**config.mk**
```make
export PLATFORM = sky130hd
export DESIGN_NAME = wb_cache_flat
export DESIGN_NICKNAME = d
export VERILOG_FILES = /design/src/rtl/cache_pkg.sv /design/src/rtl/wb_cache_if.sv /design/src/rtl/cache_lane_merge.sv /design/src/rtl/wb_cache.sv /design/src/flat_wrapper.sv
export SDC_FILE = /design/constraint.sdc
export NUM_CORES = 2
export LEC_CHECK = 0
export CAP_MARGIN = 20
export CORE_UTILIZATION = 45
export CTS_BUF_LIST = sky130_fd_sc_hd__clkbuf_8
export DETAILED_ROUTE_END_ITERATION = 16
export HOLD_SLACK_MARGIN = 0.15
export PLACE_DENSITY_LB_ADDON = 0.25
export SLEW_MARGIN = 20
export SYNTH_ARGS = -nofsm -noshare
export SYNTH_HDL_FRONTEND = slang
export SYNTH_SLANG_ARGS = --single-unit
export TNS_END_PERCENT = 5
```
**constraint.sdc**
```tcl
create_clock -name clk -period 9.79 [get_ports clk]
set_clock_uncertainty 0.1 [all_clocks]
set_input_delay 1.958 -clock clk [delete_from_list [all_inputs] [get_ports clk]]
set_output_delay 1.958 -clock clk [all_outputs]
set_load 0.02 [all_outputs]
```
**src/rtl/cache_pkg.sv**
```systemverilog
// rtl/cache_pkg.sv - shared encodings, FSM states and width helper for wb_cache
package cache_pkg;

    localparam logic [1:0] WM_READ = 2'd0;
    localparam logic [1:0] WM_BYTE = 2'd1;
    localparam logic [1:0] WM_HALF = 2'd2;
    localparam logic [1:0] WM_WORD = 2'd3;

    typedef enum logic [1:0] {
        S_IDLE,
        S_WRITEBACK,
        S_REFILL,
        S_FLUSH
    } state_e;

    function automatic int clog2(input int value);
        int w;
        w = 0;
        while ((1 << w) < value) w++;
        return w;
    endfunction

endpackage

```
**src/rtl/wb_cache_if.sv**
```systemverilog
// rtl/wb_cache_if.sv - CPU load/store and line-wide memory signals of wb_cache
interface wb_cache_if #(
    parameter int ADDR_W = 32,
    parameter int LINE_W = 128
);
    logic              enable;
    logic [ADDR_W-1:0] addr;
    logic [1:0]        write_mode;
    logic [31:0]       data_in_cpu;
    logic [31:0]       data_out;
    logic              rd_valid;
    logic              busy;
    logic              flush;
    logic              flush_done;
    logic              mem_req;
    logic              mem_we;
    logic [ADDR_W-1:0] mem_addr;
    logic [LINE_W-1:0] mem_wdata;
    logic [LINE_W-1:0] mem_rdata;
    logic              mem_ready;

    modport master (
        output enable, addr, write_mode, data_in_cpu, flush, mem_rdata, mem_ready,
        input  data_out, rd_valid, busy, flush_done, mem_req, mem_we, mem_addr, mem_wdata
    );

    modport slave (
        input  enable, addr, write_mode, data_in_cpu, flush, mem_rdata, mem_ready,
        output data_out, rd_valid, busy, flush_done, mem_req, mem_we, mem_addr, mem_wdata
    );
endinterface

```
**src/rtl/cache_lane_merge.sv**
```systemverilog
// rtl/cache_lane_merge.sv - store byte-lane merge and load word extraction for one line
module cache_lane_merge
    import cache_pkg::*;
#(
    parameter int  LINE_BYTES = 16,
    localparam int OFF_W      = clog2(LINE_BYTES),
    localparam int LINE_W     = 8 * LINE_BYTES
) (
    input  logic [LINE_W-1:0] line_i,
    input  logic [OFF_W-1:0]  offset_i,
    input  logic [1:0]        write_mode_i,
    input  logic [31:0]       data_i,
    output logic [LINE_W-1:0] line_o,
    output logic [31:0]       rd_word_o
);

    // lane_mask drops the offset bits a half/word access ignores; the same mask
    // picks which byte of the LSB-aligned store data lands in each lane.
    always_comb begin
        int lane_mask;
        case (write_mode_i)
            WM_BYTE: lane_mask = 0;
            WM_HALF: lane_mask = 1;
            WM_WORD: lane_mask = 3;
            default: lane_mask = 0;
        endcase
        line_o = line_i;
        if (write_mode_i != WM_READ) begin
            for (int b = 0; b < LINE_BYTES; b++) begin
                if ((b & ~lane_mask) == (int'(offset_i) & ~lane_mask))
                    line_o[8*b +: 8] = data_i[8*(b & lane_mask) +: 8];
            end
        end
    end

    assign rd_word_o = line_i[32*(int'(offset_i) >> 2) +: 32];

endmodule

```
**src/rtl/wb_cache.sv**
```systemverilog
// rtl/wb_cache.sv - direct-mapped write-back write-allocate data cache with flush
module wb_cache
    import cache_pkg::*;
#(
    parameter int ADDR_W     = 32,
    parameter int LINES      = 4,
    parameter int LINE_BYTES = 16
) (
    input  logic       clk,
    input  logic       reset,
    wb_cache_if.slave  bus
);
    localparam int LINE_W = 8 * LINE_BYTES;
    localparam int OFF_W  = clog2(LINE_BYTES);
    localparam int IDX_W  = clog2(LINES);
    localparam int TAG_W  = ADDR_W - IDX_W - OFF_W;

    state_e            state_q;
    logic [LINE_W-1:0] data_q [LINES];
    logic [TAG_W-1:0]  tag_q  [LINES];
    logic [LINES-1:0]  valid_q;
    logic [LINES-1:0]  dirty_q;
    logic [IDX_W-1:0]  fidx_q;
    logic [31:0]       data_out_q;
    logic              rd_valid_q;
    logic              mem_req_q;
    logic              mem_we_q;
    logic [ADDR_W-1:0] mem_addr_q;
    logic [LINE_W-1:0] mem_wdata_q;
    logic              flush_done_q;

    logic [OFF_W-1:0]  off;
    logic [IDX_W-1:0]  idx;
    logic [TAG_W-1:0]  tag;
    logic              hit, idle, refill_done, store_hit, flush_step;
    logic [LINE_W-1:0] merged;
    logic [31:0]       rd_word;

    assign off         = bus.addr[OFF_W-1:0];
    assign idx         = bus.addr[OFF_W+IDX_W-1:OFF_W];
    assign tag         = bus.addr[ADDR_W-1:OFF_W+IDX_W];
    assign hit         = bus.enable && valid_q[idx] && (tag_q[idx] == tag);
    assign idle        = (state_q == S_IDLE);
    assign refill_done = (state_q == S_REFILL) && mem_req_q && bus.mem_ready;
    assign store_hit   = idle && hit && (bus.write_mode != WM_READ);
    // A flush slot ends on its write-back handshake, or at once for a clean line.
    assign flush_step  = mem_req_q ? bus.mem_ready : !dirty_q[fidx_q];

    cache_lane_merge #(.LINE_BYTES(LINE_BYTES)) u_merge (
        .line_i       (data_q[idx]),
        .offset_i     (off),
        .write_mode_i (bus.write_mode),
        .data_i       (bus.data_in_cpu),
        .line_o       (merged),
        .rd_word_o    (rd_word)
    );

    // Line storage carries no reset: its writes are qualified by state and
    // valid bits, both of which clear asynchronously.
    always_ff @(posedge clk) begin
        if (refill_done) begin
            data_q[idx] <= bus.mem_rdata;
            tag_q[idx]  <= tag;
        end else if (store_hit) begin
            data_q[idx] <= merged;
        end
    end

    always_ff @(posedge clk or posedge reset) begin
        if (reset) begin
            state_q      <= S_IDLE;
            valid_q      <= '0;
            dirty_q      <= '0;
            fidx_q       <= '0;
            data_out_q   <= '0;
            rd_valid_q   <= 1'b0;
            mem_req_q    <= 1'b0;
            mem_we_q     <= 1'b0;
            mem_addr_q   <= '0;
            mem_wdata_q  <= '0;
            flush_done_q <= 1'b0;
        end else begin
            rd_valid_q   <= 1'b0;
            flush_done_q <= 1'b0;
            case (state_q)
                S_IDLE: begin
                    if (bus.enable) begin
                        if (hit) begin
                            if (bus.write_mode == WM_READ) begin
                                data_out_q <= rd_word;
                                rd_valid_q <= 1'b1;
                            end else begin
                                dirty_q[idx] <= 1'b1;
                            end
                        end else if (valid_q[idx] && dirty_q[idx]) begin
                            state_q     <= S_WRITEBACK;
                            mem_req_q   <= 1'b1;
                            mem_we_q    <= 1'b1;
                            mem_addr_q  <= {tag_q[idx], idx, {OFF_W{1'b0}}};
                            mem_wdata_q <= data_q[idx];
                        end else begin
                            state_q    <= S_REFILL;
                            mem_req_q  <= 1'b1;
                            mem_we_q   <= 1'b0;
                            mem_addr_q <= {tag, idx, {OFF_W{1'b0}}};
                        end
                    end else if (bus.flush) begin
                        state_q <= S_FLUSH;
                        fidx_q  <= '0;
                    end
                end
                S_WRITEBACK: begin
                    if (bus.mem_ready) begin
                        state_q    <= S_REFILL;
                        mem_we_q   <= 1'b0;
                        mem_addr_q <= {tag, idx, {OFF_W{1'b0}}};
                    end
                end
                S_REFILL: begin
                    if (bus.mem_ready) begin
                        state_q      <= S_IDLE;
                        mem_req_q    <= 1'b0;
                        valid_q[idx] <= 1'b1;
                        dirty_q[idx] <= 1'b0;
                    end
                end
                S_FLUSH: begin
                    if (mem_req_q && bus.mem_ready) begin
                        mem_req_q       <= 1'b0;
                        dirty_q[fidx_q] <= 1'b0;
                    end else if (!mem_req_q && dirty_q[fidx_q]) begin
                        mem_req_q   <= 1'b1;
                        mem_we_q    <= 1'b1;
                        mem_addr_q  <= {tag_q[fidx_q], fidx_q, {OFF_W{1'b0}}};
                        mem_wdata_q <= data_q[fidx_q];
                    end
                    if (flush_step) begin
                        fidx_q <= fidx_q + 1'b1;
                        if (fidx_q == IDX_W'(LINES - 1)) begin
                            state_q      <= S_IDLE;
                            flush_done_q <= 1'b1;
                        end
                    end
                end
                default: state_q <= S_IDLE;
            endcase
        end
    end

    assign bus.busy       = !idle || (bus.enable && !hit) || (idle && bus.flush && !bus.enable);
    assign bus.data_out   = data_out_q;
    assign bus.rd_valid   = rd_valid_q;
    assign bus.mem_req    = mem_req_q;
    assign bus.mem_we     = mem_we_q;
    assign bus.mem_addr   = mem_addr_q;
    assign bus.mem_wdata  = mem_wdata_q;
    assign bus.flush_done = flush_done_q;

endmodule

```
**src/flat_wrapper.sv**
```systemverilog
// flat-port wrapper written by rule: the top's interface ports become plain ports
module wb_cache_flat import cache_pkg::*;
#(
    parameter int ADDR_W     = 32,
    parameter int LINES      = 4,
    parameter int LINE_BYTES = 16
)
  (clk, reset, bus_enable, bus_addr, bus_write_mode, bus_data_in_cpu, bus_flush, bus_mem_rdata, bus_mem_ready, bus_data_out, bus_rd_valid, bus_busy, bus_flush_done, bus_mem_req, bus_mem_we, bus_mem_addr, bus_mem_wdata);
  wb_cache_if #(.ADDR_W(ADDR_W), .LINE_W((8 * (16)))) bus_i ();
  input  logic clk;
  input  logic reset;
  input wire logic [$bits(bus_i.enable)-1:0] bus_enable;
  input wire logic [$bits(bus_i.addr)-1:0] bus_addr;
  input wire logic [$bits(bus_i.write_mode)-1:0] bus_write_mode;
  input wire logic [$bits(bus_i.data_in_cpu)-1:0] bus_data_in_cpu;
  input wire logic [$bits(bus_i.flush)-1:0] bus_flush;
  input wire logic [$bits(bus_i.mem_rdata)-1:0] bus_mem_rdata;
  input wire logic [$bits(bus_i.mem_ready)-1:0] bus_mem_ready;
  output wire logic [$bits(bus_i.data_out)-1:0] bus_data_out;
  output wire logic [$bits(bus_i.rd_valid)-1:0] bus_rd_valid;
  output wire logic [$bits(bus_i.busy)-1:0] bus_busy;
  output wire logic [$bits(bus_i.flush_done)-1:0] bus_flush_done;
  output wire logic [$bits(bus_i.mem_req)-1:0] bus_mem_req;
  output wire logic [$bits(bus_i.mem_we)-1:0] bus_mem_we;
  output wire logic [$bits(bus_i.mem_addr)-1:0] bus_mem_addr;
  output wire logic [$bits(bus_i.mem_wdata)-1:0] bus_mem_wdata;
  assign bus_i.enable = bus_enable;
  assign bus_i.addr = bus_addr;
  assign bus_i.write_mode = bus_write_mode;
  assign bus_i.data_in_cpu = bus_data_in_cpu;
  assign bus_i.flush = bus_flush;
  assign bus_i.mem_rdata = bus_mem_rdata;
  assign bus_i.mem_ready = bus_mem_ready;
  assign bus_data_out = bus_i.data_out;
  assign bus_rd_valid = bus_i.rd_valid;
  assign bus_busy = bus_i.busy;
  assign bus_flush_done = bus_i.flush_done;
  assign bus_mem_req = bus_i.mem_req;
  assign bus_mem_we = bus_i.mem_we;
  assign bus_mem_addr = bus_i.mem_addr;
  assign bus_mem_wdata = bus_i.mem_wdata;
  wb_cache #(.ADDR_W(ADDR_W), .LINES(LINES), .LINE_BYTES(LINE_BYTES)) u_core (.clk(clk), .reset(reset), .bus(bus_i));
endmodule
```
==> impl_metrics.json <==
{
  "avgSynthCellArea_um2": 17.0,
  "drt-vias-per-instance": 6.06,
  "critPathLaunch": "bus_addr[4]",
  "grt_pass1_wl_um": 172000,
  "postLayoutCoreUtil": 0.547,
  "p_int_w": 0.00774,
  "htreeDepth": 4,
  "core_um2": 88900,
  "min_path_type": "register to register",
  "grt_pass1_vias": 25650,
  "cts_buffers": 146,
  "first_iter_violations": 2230,
  "port_buffers": 391,
  "clk_latency_ps": 810,
  "ys_seq_area_frac": 0.581,
  "synth-edff-count": 616,
  "grtUsageTotal": 0.259,
  "p_seq_frac": 0.404,
  "syn_area_um2": 40600,
  "cts_tree": "yes",
  "dp_hpwl_um": 73500,
  "tightest_slew_ps": 1210,
  "critPathLaunchType": "input pin",
  "setup_tns_ps": 0,
  "topRoutingLayerUsed": "met5",
  "slew_headroom": 0.172,
  "area_growth_pct": 19.9,
  "rrSetupSlack_ps": 5220,
  "finalHoldViolCount": 0,
  "yosys.area.top_type": "edfxtp_1",
  "ant_nets": 0,
  "swShare": 0.319,
  "synthTopCellsByCount": "edfxtp_1 (616), mux2_2 (449), mux4_2 (318)",
  "io_pins": 396,
  "initial_core_util": 0.457,
  "dr_wl_met2_um": 58200,
  "wire_per_inst_um": 28.8,
  "fmaxAchievable_mhz": 132,
  "multi_input_area_um2": 16300,
  "cts_hold_buffers": 0,
  "final_nets": 3000,
  "setup_viol": 0,
  "grt_antenna_before_repair": 12,
  "yosysMostFrequentCell": "edfxtp_1",
  "overflow": 0,
  "r2r-start": "u_core.tag_q[2][12]$_DFFE_PP_",
  "clock_power_share": 0.276,
  "cts_sinks": 820,
  "wirelength_um": 118000,
  "hold_slack_ps": 375,
  "power_density_nw_per_um2": 234,
  "clockRootBuffer": "clkbuf_8",
  "power_frac_comb": 0.320,
  "rsz0062_at_grt": "no",
  "yosysUniqueCellTypes": 52,
  "vias": 24757,
  "switching_power_w": 0.00363,
  "seqCellArea_um2": 23600,
  "ys_ff_latch": 820,
  "met3WireLength_um": 9080,
  "crit_type": "input pin to output port",
  "run_status": "complete, no violations",
  "crit_end": "bus_busy",
  "die_area_um2": 91400,
  "synth_flop_cell": "edfxtp_1",
  "grt_max_degree": 137,
  "yosys-top-cells-area": "edfxtp_1 (46%), mux4_2 (18%), dfrtp_1 (13%)",
  "layout-drive-gt1-share": 0.365,
  "cp-end-kind": "output port",
  "timing.rr.end": "u_core.data_q[3][8]$_DFFE_PP_",
  "gp_congestion": 0.825,
  "dr.pass1.iters": 5,
  "period_share": 0.776,
  "maxCapViolCount": 0,
  "crit_path_max_fanout": 61,
  "die_h_um": 302,
  "period_minus_slack_ps": 7600,
  "cts_resized": 0,
  "irDropWorstVdd_uv": 124,
  "crit_arrival_ps": 5540,
  "p_leak_nw": 17.2,
  "reg2regPathDepth": 9,
  "die-width_um": 302,
  "drc": 0,
  "clockBufferDepth": 3,
  "postCtsSetupBuffers": 0,
  "ys_warn_count": 0,
  "drv_slew": 0,
  "ys_async_sr_fraction": 0.249,
  "synthCells": 2382,
  "std_cell_rows": 109,
  "nFillCells": 7042,
  "required_ps": 7730,
  "clk_pin_slew_worst_paths_ps": 50,
  "met1_length_um": 47400,
  "synth_top_cell_area_share": 0.456
}
==> layout by cell type, fill, tap and decap left out, types with 5 or more instances in the layout <==
cell type / n
a211oi_1: 21
a21oi_1: 66
a221oi_1: 16
and2_1: 9
buf_12: 6
buf_4: 35
clkbuf_8: 171
clkdlybuf4s50_1: 387
clkinv_1: 14
clkinv_2: 10
dfrtp_1: 202
edfxtp_1: 616
inv_1: 81
mux2_2: 449
mux2_4: 32
mux2i_1: 76
mux4_2: 318
nand2_1: 84
nand2b_1: 8
nand3_1: 8
nand4_1: 5
nor2_1: 70
nor2b_1: 8
nor3_1: 21
o21ai_0: 97
xnor2_1: 20
xor2_1: 7
==> worst max-delay path: stages <==
cell and delay [ps]:
buf_8 530, buf_4 670, mux4_2 610, xnor2_1 320, nand4_1 180, nor2_1 120
nand4b_1 300, o21ai_0 170, nand2_1 110, clkdlybuf4s50_1 550
==> state kept, by name (all words and copies together), names as in the netlist <==
| register | flops |
|---|---|
| u_core.dirty_q | 4 |
| u_core.bus.mem_req | 1 |
| u_core.data_q | 512 |
| u_core.bus.flush_done | 1 |
| u_core.bus.rd_valid | 1 |
| u_core.state_q | 2 |
| u_core.fidx_q | 2 |
| u_core.valid_q | 4 |
| u_core.bus.mem_we | 1 |
| u_core.tag_q | 104 |
| u_core.bus.data_out | 32 |
| u_core.bus.mem_addr | 28 |
| u_core.bus.mem_wdata | 128 |
==> area by class of cell <==
class / instances / area share
inverters: 18 / 0.00154
clock inverters: 102 / 0.0113
flip-flops and latches: 820 / 0.485
diodes: 2 / 0.000103
repair buffers: 433 / 0.0885
well taps: 1165 / 0.0300
clock buffers: 170 / 0.0481
multi-input cells: 1378 / 0.335
==> power by group through the flow <==
stage | logic, W | registers [W] | clock network, W
after floorplan | 0.00191 | 0.00490 | 0
after global placement | 0.00363 | 0.00464 | 0
after detailed placement | 0.00367 | 0.00466 | 0
after CTS | 0.00369 | 0.00459 | 0.00319
after global routing | 0.00386 | 0.00464 | 0.00335
final | 0.00364 | 0.00459 | 0.00314
==> routing by layer <==
metal | GRT usage | vias up
li1 | - | 10503
met1 | 0.352 | 12919
met2 | 0.419 | 1128
met3 | 0.0537 | 195
met4 | 0.0848 | 12
met5 | 0 | -
==> worst min-delay path by stage <==
stage                                             start                            end  depth (start not counted)
after floorplan           u_core.valid_q[0]$_DFFE_PP0P_  u_core.valid_q[0]$_DFFE_PP0P_                          1
after global placement    u_core.bus.mem_we$_DFFE_PP0P_  u_core.bus.mem_we$_DFFE_PP0P_                          1
after detailed placement  u_core.bus.mem_we$_DFFE_PP0P_  u_core.bus.mem_we$_DFFE_PP0P_                          1
after global routing      u_core.bus.mem_we$_DFFE_PP0P_  u_core.bus.mem_we$_DFFE_PP0P_                          1
after CTS                 u_core.bus.mem_we$_DFFE_PP0P_  u_core.bus.mem_we$_DFFE_PP0P_                          1
final                     u_core.bus.mem_we$_DFFE_PP0P_  u_core.bus.mem_we$_DFFE_PP0P_                          1
==> per-stage QoR <==
| step | setup WS (ps) | std cells | total power (W) | cell area, um2 |
|---|---|---|---|---|
| 6_report | 2190 | 4088 | 0.0114 | 48700 |
| 5_1_grt | 1860 | 4088 | 0.0118 | 48700 |
| 4_1_cts | 2090 | 4086 | 0.0115 | 48600 |
| 3_5_place_dp | 2100 | 3814 | 0.00832 | 45800 |
| 3_3_place_gp | 2030 | 3813 | 0.00827 | 45700 |
| 2_1_floorplan | -1430 | 2385 | 0.00681 | 40600 |
==> cell families (layout without fill, tap and decap cells) <==
logic type | Yosys count | count (layout) | synth area share
simple gates | 232 | 232 | 0.0255
flops | 820 | 820 | 0.581
other cells | 1 | 6 | 0.0000924
xor+xnor | 27 | 27 | 0.00583
fa+ha+maj | 4 | 4 | 0.00123
mux | 882 | 882 | 0.333
compound gates | 229 | 229 | 0.0324
buf+inv | 187 | 723 | 0.0202
Note: power is estimated with default switching activity, not from simulation.
